## src/rtl/iddr_rx_gearbox.sv

```systemverilog
// iddr_rx_gearbox: turns IDDRX1F Q0/Q1 bit pairs into WIDTH-bit words and
// aligns the word boundary to a training pattern by single-bit slips.
module iddr_rx_gearbox #(
  parameter int unsigned      WIDTH         = 8,
  parameter logic [WIDTH-1:0] TRAIN_PATTERN = WIDTH'(8'hB4),
  parameter int unsigned      LOCK_COUNT    = 4,
  parameter int unsigned      SLIP_WAIT     = 2
) (
  input  logic                     SCLK,
  input  logic                     RST,
  input  logic                     Q0,
  input  logic                     Q1,
  input  logic                     ALIGN_EN,
  output logic [WIDTH-1:0]         DATA,
  output logic                     VALID,
  output logic                     LOCKED,
  output logic [$clog2(WIDTH)-1:0] SLIP_CNT,
  output logic                     ALIGN_ERR
);

  localparam int unsigned CNT_W = $clog2(WIDTH);
  localparam int unsigned SUM_W = CNT_W + 1;

  typedef enum logic [1:0] {
    ST_IDLE   = 2'd0,
    ST_SEARCH = 2'd1,
    ST_WAIT   = 2'd2,
    ST_LOCK   = 2'd3
  } state_t;

  // Gearbox state: r_acc holds the bits of the current partial word (LSB newest),
  // r_fill counts them, r_skip drops the next Q0 to realise a slip.
  logic [WIDTH-2:0] r_acc;
  logic [CNT_W-1:0] r_fill;
  logic             r_skip;
  logic [WIDTH-1:0] r_data;
  logic             r_valid;

  state_t           r_state;
  logic [3:0]       r_match_cnt;
  logic [3:0]       r_wait_cnt;
  logic [CNT_W-1:0] r_rot_cnt;
  logic [CNT_W-1:0] r_slip_cnt;
  logic             r_locked;
  logic             r_align_err;

  logic [SUM_W-1:0] w_sum;
  logic             w_done;
  logic [WIDTH-1:0] w_word;
  logic [WIDTH-2:0] w_acc_next;
  logic [CNT_W-1:0] w_fill_base;
  logic [CNT_W-1:0] w_fill_next;
  logic             w_skip_next;
  logic             w_slip;
  logic             w_match_last;
  logic             w_wait_last;
  logic             w_rot_last;
  logic [CNT_W-1:0] w_slip_cnt_inc;

  assign w_slip         = w_done && (r_state == ST_SEARCH) && ALIGN_EN && (w_word != TRAIN_PATTERN);
  assign w_match_last   = (5'(r_match_cnt) + 5'd1) == 5'(LOCK_COUNT);
  assign w_wait_last    = (5'(r_wait_cnt) + 5'd1) == 5'(SLIP_WAIT);
  assign w_rot_last     = r_rot_cnt == CNT_W'(WIDTH - 1);
  assign w_slip_cnt_inc = (r_slip_cnt == CNT_W'(WIDTH - 1)) ? '0 : r_slip_cnt + CNT_W'(1);

  // Word assembly: detect word completion, pick the word bits, and apply a slip
  // by discarding the bit right after the completed word.
  always_comb begin
    w_sum       = SUM_W'(r_fill) + (r_skip ? SUM_W'(1) : SUM_W'(2));
    w_done      = 1'b0;
    w_word      = {r_acc, Q0};
    w_acc_next  = r_skip ? {r_acc[WIDTH-3:0], Q1} : {r_acc[WIDTH-4:0], Q0, Q1};
    w_fill_base = CNT_W'(w_sum);
    w_fill_next = w_fill_base;
    w_skip_next = 1'b0;
    if (!r_skip) begin
      if (w_sum == SUM_W'(WIDTH)) begin
        w_done      = 1'b1;
        w_word      = {r_acc[WIDTH-3:0], Q0, Q1};
        w_fill_base = '0;
      end else if (w_sum == SUM_W'(WIDTH + 1)) begin
        // odd boundary: Q0 closes this word, Q1 carries into the next
        w_done      = 1'b1;
        w_word      = {r_acc, Q0};
        w_fill_base = CNT_W'(1);
      end
    end
    w_fill_next = w_fill_base;
    if (w_slip) begin
      // drop the carried Q1 if there is one, otherwise the next Q0
      w_fill_next = '0;
      w_skip_next = (w_fill_base == '0);
    end
  end

  // Datapath registers and the registered word/strobe outputs
  always_ff @(posedge SCLK or posedge RST) begin
    if (RST) begin
      r_acc   <= '0;
      r_fill  <= '0;
      r_skip  <= 1'b0;
      r_data  <= '0;
      r_valid <= 1'b0;
    end else begin
      r_acc   <= w_acc_next;
      r_fill  <= w_fill_next;
      r_skip  <= w_skip_next;
      r_valid <= w_done;
      if (w_done) begin
        r_data <= w_word;
      end
    end
  end

  // Alignment FSM: acts on word completions, except the ALIGN_EN check every cycle
  always_ff @(posedge SCLK or posedge RST) begin
    if (RST) begin
      r_state     <= ST_IDLE;
      r_match_cnt <= '0;
      r_wait_cnt  <= '0;
      r_rot_cnt   <= '0;
      r_slip_cnt  <= '0;
      r_locked    <= 1'b0;
      r_align_err <= 1'b0;
    end else if (!ALIGN_EN) begin
      r_state  <= ST_IDLE;
      r_locked <= 1'b0;
    end else begin
      case (r_state)
        ST_IDLE: begin
          r_state     <= ST_SEARCH;
          r_match_cnt <= '0;
          r_wait_cnt  <= '0;
          r_rot_cnt   <= '0;
          r_align_err <= 1'b0;
          r_locked    <= 1'b0;
        end
        ST_SEARCH: begin
          if (w_done) begin
            if (!w_slip) begin
              if (w_match_last) begin
                r_state  <= ST_LOCK;
                r_locked <= 1'b1;
              end
              r_match_cnt <= r_match_cnt + 4'd1;
            end else begin
              r_match_cnt <= '0;
              r_wait_cnt  <= '0;
              r_slip_cnt  <= w_slip_cnt_inc;
              if (w_rot_last) begin
                r_rot_cnt   <= '0;
                r_align_err <= 1'b1;
              end else begin
                r_rot_cnt <= r_rot_cnt + CNT_W'(1);
              end
              r_state <= (SLIP_WAIT == 0) ? ST_SEARCH : ST_WAIT;
            end
          end
        end
        ST_WAIT: begin
          if (w_done) begin
            if (w_wait_last) begin
              r_state <= ST_SEARCH;
            end else begin
              r_wait_cnt <= r_wait_cnt + 4'd1;
            end
          end
        end
        ST_LOCK: begin
          r_locked <= 1'b1;
        end
        default: begin
          r_state <= ST_IDLE;
        end
      endcase
    end
  end

  assign DATA      = r_data;
  assign VALID     = r_valid;
  assign LOCKED    = r_locked;
  assign SLIP_CNT  = r_slip_cnt;
  assign ALIGN_ERR = r_align_err;

endmodule

```

## config.mk

```make
export PLATFORM = sky130hd
export DESIGN_NAME = iddr_rx_gearbox
export DESIGN_NICKNAME = d
export VERILOG_FILES = /design/src/rtl/iddr_rx_gearbox.sv
export SDC_FILE = /design/constraint.sdc
export NUM_CORES = 1
export LEC_CHECK = 0
export BUFFER_PORTS_ARGS = -buffer_cell sky130_fd_sc_hd__buf_4
export CAP_MARGIN = 20
export CORE_ASPECT_RATIO = 0.6
export CORE_UTILIZATION = 53
export DETAILED_ROUTE_END_ITERATION = 12
export PLACE_DENSITY = 0.75
export SETUP_SLACK_MARGIN = 0.2
export SLEW_MARGIN = 20
export SYNTH_ARGS = -nofsm -noshare
export SYNTH_HDL_FRONTEND = slang
export SYNTH_SLANG_ARGS = --single-unit
```

## constraint.sdc

```tcl
create_clock -name SCLK -period 2.4 [get_ports SCLK]
set_input_delay 0.48 -clock SCLK [delete_from_list [all_inputs] [get_ports SCLK]]
set_output_delay 0.48 -clock SCLK [all_outputs]
set_load 0.05 [all_outputs]
```

Word level (Yosys, flattened, before mapping)
Cells that the tools add are included.
{ "totals": {"regBits": 38, "in_bits": 5, "out_inout_bits": 14, "elab_cells": 97} }
{ "classes": {"add_sub_neg": 7, "n_eq_ne": 23, "n_mux": 41, "n_reduce_logical": 14} }
{ "ops": {"columns": ["op", "count"], "rows": [
  ["$mux 3", 8],
  ["$mux 4", 6],
  ["$mux 8", 2],
  ["$ne 3x3->1 const B", 5],
  ["$mux 2", 7],
  ["$pmux 4 s3", 1],
  ["$reduce_and 4->1", 3],
  ["$mux 1", 11],
  ["$add 4x1->5 const B", 2],
  ["$ne 2x2->1 const B", 5],
  ["$reduce_and 5->1", 2],
  ["$add 4x1->4 const B", 2],
  ["$eq 4x4->1 const B", 2],
  ["$ne 4x1->1 const B", 2],
  ["$ne 8x8->1 const B", 1],
  ["$pmux 4 s2", 1],
  ["$mux 7", 1],
  ["$add 3x1->3 const B", 2],
  ["$eq 3x3->1 const B", 2],
  ["$pmux 2 s3", 1],
  ["$pmux 3 s2", 1],
  ["$reduce_and 6->1", 1],
  ["$eq 5x2->1 const B", 1],
  ["$eq 5x3->1 const B", 1],
  ["12 further kinds", 15]
]} }

Longest topological paths before layout
Gate-level depths: netlist (run 1).
{ "logic_depth": {"depth_word": 13, "depth_mapped": 10, "mapped_depth_nobuf": 8} }

Worst setup path before layout (run 1)
OpenSTA, ideal clock, no wires.
{ "synth_path": {"path_type": "reg-to-reg", "from": "register r_skip", "to": "register r_state[1]", "setup_ns": 0.104, "arrival_ns": 2.374, "t_required_ns": 2.296, "path_slack_ns": -0.078, "stages_incl_launch_ff": 11, "path_buffers": 2, "synth_period_minus_slack_ns": 2.478, "path_cell_list": "dfrtp_1 > buf_2 > inv_1 > fa_1 > nor4bb_4 > nand2_1 > inv_1 > and4_4 > buf_6 > o32ai_4 > a221oi_1"} }
{ "synth_between": {"elab_chain_len": 13, "word_cells_on_any_way": 21, "classes_between": "add/sub: 1; eq/ne: 6; mux: 10; reduce/logical: 4"} }
{ "synth_lines": {"columns": ["item", "line_no", "source"], "rows": [
  ["start, declared", "35", "logic r_skip;"],
  ["start signal, assigned", "107", "r_skip <= w_skip_next;"],
  ["$mux 2", "69", "w_sum = SUM_W'(r_fill) + (r_skip ? SUM_W'(1) : SUM_W'(2));"],
  ["$add 3x2->4", "69", null],
  ["$eq 4x4->1", "81", "end else if (w_sum == SUM_W'(WIDTH + 1)) begin"],
  ["$mux 1", "81", null],
  ["$mux 1", "77", "if (w_sum == SUM_W'(WIDTH)) begin"],
  ["$mux 1 *", "76", "if (!r_skip) begin"],
  ["named net w_done", "48", "logic w_done;"],
  ["$logic_and 1x1->1 (3 in a row)", "60", "assign w_slip = w_done && (r_state == ST_SEARCH) && ALIGN_EN && (w_word != TRAIN_PATTERN);"],
  ["$mux 2", "140", "if (!w_slip) begin"],
  ["$mux 2", "139", "if (w_done) begin"],
  ["$pmux 2 s3", "129", "case (r_state)"],
  ["$mux 2", "125", "end else if (!ALIGN_EN) begin"],
  ["end signal, assigned", "156", "r_state <= (SLIP_WAIT == 0) ? ST_SEARCH : ST_WAIT;"],
  ["end, declared", "39", "state_t r_state;"]
]} }
Mark *: on every way through the listed nets, which the timed path passes. The rest lies on a longest branch. The select of a mux whose other input is x is not followed.
A chain may end at the register's enable or synchronous reset.

Worst setup path after layout (run 1)
{ "layout_path": {"from": "register r_skip", "to": "register r_state[0]"} }
Same word-level chain as after synthesis.

==> flow_summary.yaml, run 1 <==
timing:
  fin_crit_sh_pct: 101
  setup_slack_ns: -0.0234
  setup_viol_count_final: 3
  fin_skew_ns: 0.0114
  max_slew_margin_pct: 68.0
  fin_hold_ws_ns: 0.299
  fmax_ghz: 0.413
  grt_setup_unrepaired: "yes"
  period_needed_ns: 2.42
  worstMarginPinSlew_ns: 0.480
  final-max-slew-violation-count: 0
  finalHoldViolCount: 0
detailed_routing:
  ant_nets: 0
  vias: 1602
  drtPass1Iterations: 4
  avgRoutedWirePerCell_um: 17.5
  wirelength_mm: 4.92
  drtIter0Drc: 103
  drc_errors: 0
  vias_per_cell: 5.70
final_layout:
  postLayoutCellArea_um2: 2630
  stdcell_count: 281
  finalNetCount: 253
  drive_gt1_share_pct: 33.8
  syn_to_final_growth_pct: 26.4
  antenna_cells: 0
pwr:
  vdd_drop_max_v: 0.000910
  p_leak_nw: 1.22
  pwr-share-clk_pct: 14.2
  power_mw: 3.22
  switching_share_pct: 45.6
  pwr-share-seq_pct: 29.9
  internal_power_mw: 1.75
  netSwitchingPower_mw: 1.47
  powerDensity_nw_per_um2: 1220
  share_comb_of_total_power_pct: 55.9
placed_design:
  dp_hpwl_mm: 3.45
  pre_cts_slack_ns: -0.0973
  gp_congestion: 0.903
  placed_cell_area_um2: 2390
  portBuffers: 18
  dp_cells: 269
yosys:
  netlist_area_um2: 2080
  async_reset_ff_share_pct: 100
  ys_types: 47
  synth_edf_count: 0
  synthFlopType: "dfrtp_1"
  postSynthCellCount: 195
  ys_seq_area_share_pct: 45.8
  syn-num-nets: 215
  ys_warn_count: 0
  avgSynthCellArea_um2: 10.7
  yosys_register_bits: 38
floorplanning:
  core-area_um2: 3700
  dieArea_um2: 4180
  die_h_um: 50.5
  rows: 17
  initial_core_util_pct: 56.2
  ios: 19
  die_w_um: 82.8
run_status:
  violations: "setup timing"
  status: "complete, but fails checks"
clock_tree:
  cts.sinks: 38
  h-tree-depth: 2
  cts_buffer_depth: 2
  clock-root-buffer: "clkbuf_8"
  clk_pin_slew_ns: 0.08
  cts_tree: "built"
  cts_buffers: 5
  clock_latency_ns: 0.29
  cts.hold.buffers_added: 0
global_routing:
  antenna_found_initial: 0
  grt_usage_pct: 26.5
  grt_max_degree: 39
  grt-ovfl-total: 0
  grt_pass1_wl_mm: 8.31
  grt_pass1_vias: 1690
worst_setup_path:
  crit_path_start: "r_skip"
  required_ns: 2.58
  cp.arrival_ns: 2.61
  critPathKind: "flip-flop to flip-flop"
  rrSetupSlack_ns: -0.02
  critPathLaunchType: "flip-flop"
  end_kind: "flip-flop"
  r2r_end: "r_state[0]"
  endpoint: "r_state[0]"
  rr_worst_depth: 9
  r2r_start: "r_skip"
  crit_fanout: 5
worst_hold_path:
  hp-class: "input pin to async pin"
flow_run:
  cap_violations: 0
==> stage by stage <==
step,util [%],setup TNS (ns)
5_1_grt,71.0,-1.00
3_3_place_gp,64.6,0
3_5_place_dp,64.6,-0.240
6_report,71.0,-0.0472
2_1_floorplan,-,0
4_1_cts,70.1,-0.0395
==> worst min path at each step <==
stage	end	startpoint	cells after the start
5_1_grt	r_acc[0]	Q1	1
2_1_floorplan	r_rot_cnt[0]	r_rot_cnt[0]	1
6_report	DATA[0]	RST	3
4_1_cts	DATA[0]	RST	3
3_5_place_dp	DATA[7]	DATA[7]	2
3_3_place_gp	DATA[3]	DATA[3]	2
==> timing repair <==
item | in CTS | in global routing
setup endpoints to repair | 20 | 20
pin swaps | 12 | 5
resized for setup | 19 | 6
setup buffers | 4 | 0
==> cells in the mapped netlist, drive strengths merged, types with 3 or more instances <==
library cell | n | area, µm²
mux2i | 11 | 110
buf | 4 | 28.8
nand3 | 9 | 45.0
o21ai | 12 | 60.1
a21o | 3 | 22.5
mux2 | 6 | 67.6
dfrtp | 38 | 951
clkbuf | 5 | 18.8
nand2b | 4 | 25.0
nor2 | 9 | 33.8
a21oi | 3 | 15.0
inv | 9 | 33.8
nand2 | 24 | 90.1
and2 | 3 | 18.8
ha | 14 | 175
nor4bb | 3 | 45.0
nor3 | 4 | 20.0
==> worst max-delay path, cell delays in order (launching register included) <==
cell	delay (ns)
dfrtp_1	0.38
ha_2	0.19
fa_2	0.48
nor4bb_4	0.33
nand2_1	0.12
inv_2	0.12
buf_4	0.13
nand4_1	0.12
and2_4	0.20
a32o_1	0.25
==> sequential cells by signal (all words and copies together) (netlist names) <==
name         flops
DATA             8
r_acc            7
r_match_cnt      4
r_wait_cnt       4
SLIP_CNT         3
r_fill           3
r_rot_cnt        3
r_state          2
ALIGN_ERR        1
LOCKED           1
VALID            1
r_skip           1
==> metal layers <==
metal,up-vias,track usage (%),wire (µm)
met5,-,0,0
met4,0,12.6,97
met3,11,7.57,278
met2,48,39.8,2190
met1,773,35.6,2350
li1,770,-,-
==> cell usage in the layout, fill, tap and decap left out, types with 3 or more instances in the layout <==
| cell | count |
|---|---|
| nand2_1 | 23 |
| nor2_1 | 6 |
| clkbuf_8 | 6 |
| buf_4 | 37 |
| buf_6 | 3 |
| inv_1 | 7 |
| dfrtp_1 | 38 |
| a21oi_1 | 3 |
| nand2b_1 | 4 |
| mux2_2 | 6 |
| ha_1 | 13 |
| nand3_1 | 8 |
| a21o_1 | 3 |
| mux2i_1 | 11 |
| o21ai_0 | 10 |
==> cell type report <==
cell class,instances,area (µm²)
Multi-Input combinational cell,138,1180
Inverter,10,37.5
Clock buffer,7,86.3
Timing Repair Buffer,40,312
Sequential cell,38,951
Clock inverter,1,5.00
Fill cell,248,1070
Tap cell,47,58.8
==> cells by family after synthesis <==
kind of cell | after synthesis | synth area share, %
muxes | 17 | 8.55
and+or+nand+nor | 64 | 16.6
DFF | 38 | 45.8
buffers and inverters | 19 | 4.09
adders and majority gates | 15 | 9.39
AOI/OAI and AO/OA | 39 | 14.4
xor gates and xnor gates | 3 | 1.26
==> power by group through the flow <==
stage / combinational [mW] / clock (mW) / sequential, mW
finish: 1.80 / 0.456 / 0.961
detailed placement: 1.62 / 0 / 0.968
floorplan: 0.785 / 0 / 1.28
global placement: 1.57 / 0 / 0.948
global route: 1.93 / 0.489 / 0.985
CTS: 1.74 / 0.457 / 0.958
Note: power is estimated with default switching activity, not from simulation.
==> inputs of run 2 (changes only) <==
--- a/config.mk
+++ b/config.mk
@@ -9,4 +9,5 @@
 export CAP_MARGIN = 20
 export CORE_ASPECT_RATIO = 0.6
+export CORE_MARGIN = 4
 export CORE_UTILIZATION = 53
 export DETAILED_ROUTE_END_ITERATION = 12
==> constraint.sdc (replaced) <==
create_clock -name SCLK -period 2.4 [get_ports SCLK]
set_input_delay 0.48 -clock SCLK [delete_from_list [all_inputs] [get_ports SCLK]]
set_output_delay 0.48 -clock SCLK [all_outputs]
set_load 0.005 [all_outputs]
==> flow_summary.yaml, run 2 (same netlist as run 1, synthesis figures left out) <==
timing:
  finalHoldViolCount: 0
  tns_ns: -0.0765
  final-max-slew-violation-count: 0
  worstMarginPinSlew_ns: 0.584
  grt_setup_unrepaired: "yes"
  setup_slack_ns: -0.0314
  fin_skew_ns: 0.00933
  setup_viol_count_final: 4
  max_slew_margin_pct: 61.0
  fmax_ghz: 0.411
  fin_hold_ws_ns: 0.291
  period_needed_ns: 2.43
  fin_crit_sh_pct: 101
run_status:
  status: "complete, but fails checks"
  violations: "setup timing"
detailed_routing:
  ant_nets: 0
  drtPass1Iterations: 5
  drc_errors: 0
  vias: 1652
  drtIter0Drc: 147
  vias_per_cell: 5.78
  wirelength_mm: 5.30
  avgRoutedWirePerCell_um: 18.5
final_layout:
  fill_cells: 234
  largest_reg_flops: 8
  multi_input_area_um2: 1200
  mostFrequentLayoutCell: "dfrtp_1"
  final_cell_mix: "dfrtp_1 (38), buf_4 (36), nand2_1 (19)"
  antenna_cells: 0
  drive_gt1_share_pct: 38.9
  seq_area_um2: 951
  postLayoutCellArea_um2: 2780
  finalNetCount: 258
  syn_to_final_growth_pct: 33.9
global_routing:
  grt_usage_pct: 22.2
  grt_pass1_vias: 1698
  antenna_found_initial: 0
  grt_pass1_wl_mm: 8.35
  grt_max_degree: 39
  grt-ovfl-total: 0
worst_setup_path:
  required_ns: 2.62
  cpPeakStageDelay_ns: 0.47
  rr_worst_depth: 10
  critPathKind: "flip-flop to flip-flop"
  cp_slowest_cell: "fa_2"
  critPathLaunchType: "flip-flop"
  path_cells: "ha_2, fa_2, nor4bb_4, nand2_1, inv_2, buf_6, and4_4, buf_6, o21a_1, o21a_1"
  cp.arrival_ns: 2.66
  crit_fanout: 5
  end_kind: "flip-flop"
floorplanning:
  rows: 17
  initial_core_util_pct: 55.8
  core-area_um2: 3720
  ios: 19
  dieArea_um2: 5020
  die_h_um: 56.5
  die_w_um: 88.8
clock_tree:
  cts_buffers: 5
  clock_latency_ns: 0.30
  cts_tree: "built"
  clk_pin_slew_ns: 0.08
  cts.hold.buffers_added: 0
  cts.sinks: 38
  h-tree-depth: 2
  cts_buffer_depth: 2
  clock-root-buffer: "clkbuf_8"
pwr:
  powerDensity_nw_per_um2: 1170
  p_leak_nw: 1.30
  pwr-share-seq_pct: 29.7
  pwr-share-clk_pct: 20.8
  share_comb_of_total_power_pct: 49.5
  vdd_drop_max_v: 0.000659
  switching_share_pct: 36.7
  netSwitchingPower_mw: 1.19
  internal_power_mw: 2.06
worst_hold_path:
  hp-class: "input pin to async pin"
placed_design:
  gp_congestion: 0.853
  portBuffers: 18
  dp_hpwl_mm: 3.44
  placed_cell_area_um2: 2380
flow_run:
  cap_violations: 0
run 2: changes by cell type in the layout (fill, tap and decap cells not counted), moves of 2 or more:
cell	previous run	this run
buf_12	0	2
buf_6	3	7
bufinv_16	0	2
nand2_1	23	19
nand2_2	1	4
nor3_2	1	3
run 2: per-layer routing:
layer  GRT usage (%)  routed length [µm]  vias up  share of wire, %
met5               0                   0        -                 0
met4            10.1                 201        0               3.8
met3            5.72                 287       23               5.4
met2            33.4                2380       60                45
met1            30.0                2430      788                46
li1                -                   -      781                 -
run 2: area by class of cell:
class	count	share of cell area (%)
well taps	47	2.11
repair buffers	45	14.0
flip-flops and latches	38	34.2
multi-input cells	138	43.3
clock buffers	6	2.97
inverters	10	1.35
clock inverters	2	2.16
run 2: through the flow:
stage / worst slack, ns / instances / util (%) / power (mW)
after global routing: -0.159 / 286 / 74.8 / 3.44
after CTS: -0.0177 / 283 / 72.3 / 3.08
final: -0.0314 / 286 / 74.8 / 3.25
after global placement: 0.00452 / 268 / 64.0 / 2.16
after floorplan: 0.0555 / 195 / - / 1.73
after detailed placement: -0.110 / 268 / 64.0 / 2.23
run 2: power by group through the flow:
stage / clock network (mW) / registers [mW] / logic (mW)
2_1_floorplan: 0 / 0.945 / 0.785
3_5_place_dp: 0 / 0.970 / 1.26
5_1_grt: 0.715 / 0.991 / 1.74
4_1_cts: 0.682 / 0.961 / 1.44
3_3_place_gp: 0 / 0.947 / 1.21
6_report: 0.674 / 0.965 / 1.61
run 2: timing repair:
| action | CTS | global route |
|---|---|---|
| setup endpoints to repair | 20 | 21 |
| pin swaps | 13 | 10 |
| setup buffers | 7 | 3 |
| gates resized for setup | 25 | 16 |
run 2: critical path: cells and delay by family, from the launching register on:
family / cells / cell delay, ns
compound gates: 2 / 0.27
buf+inv: 3 / 0.39
fa+ha+maj: 2 / 0.66
simple gates: 3 / 0.65
flops: 1 / 0.38
run 2: path summary, 6_finish.rpt:
path | slack [ns] | endpoint | from
setup / recovery | -0.03 | ALIGN_ERR | r_skip
hold / removal | 0.29 | r_wait_cnt[1] | RST
setup reg to reg | -0.03 | ALIGN_ERR | r_skip
hold reg to reg | 0.49 | DATA[7] | DATA[7]
max in group asynchronous | 1.77 | r_fill[2] | RST
min in group SCLK | 0.32 | r_acc[0] | Q1
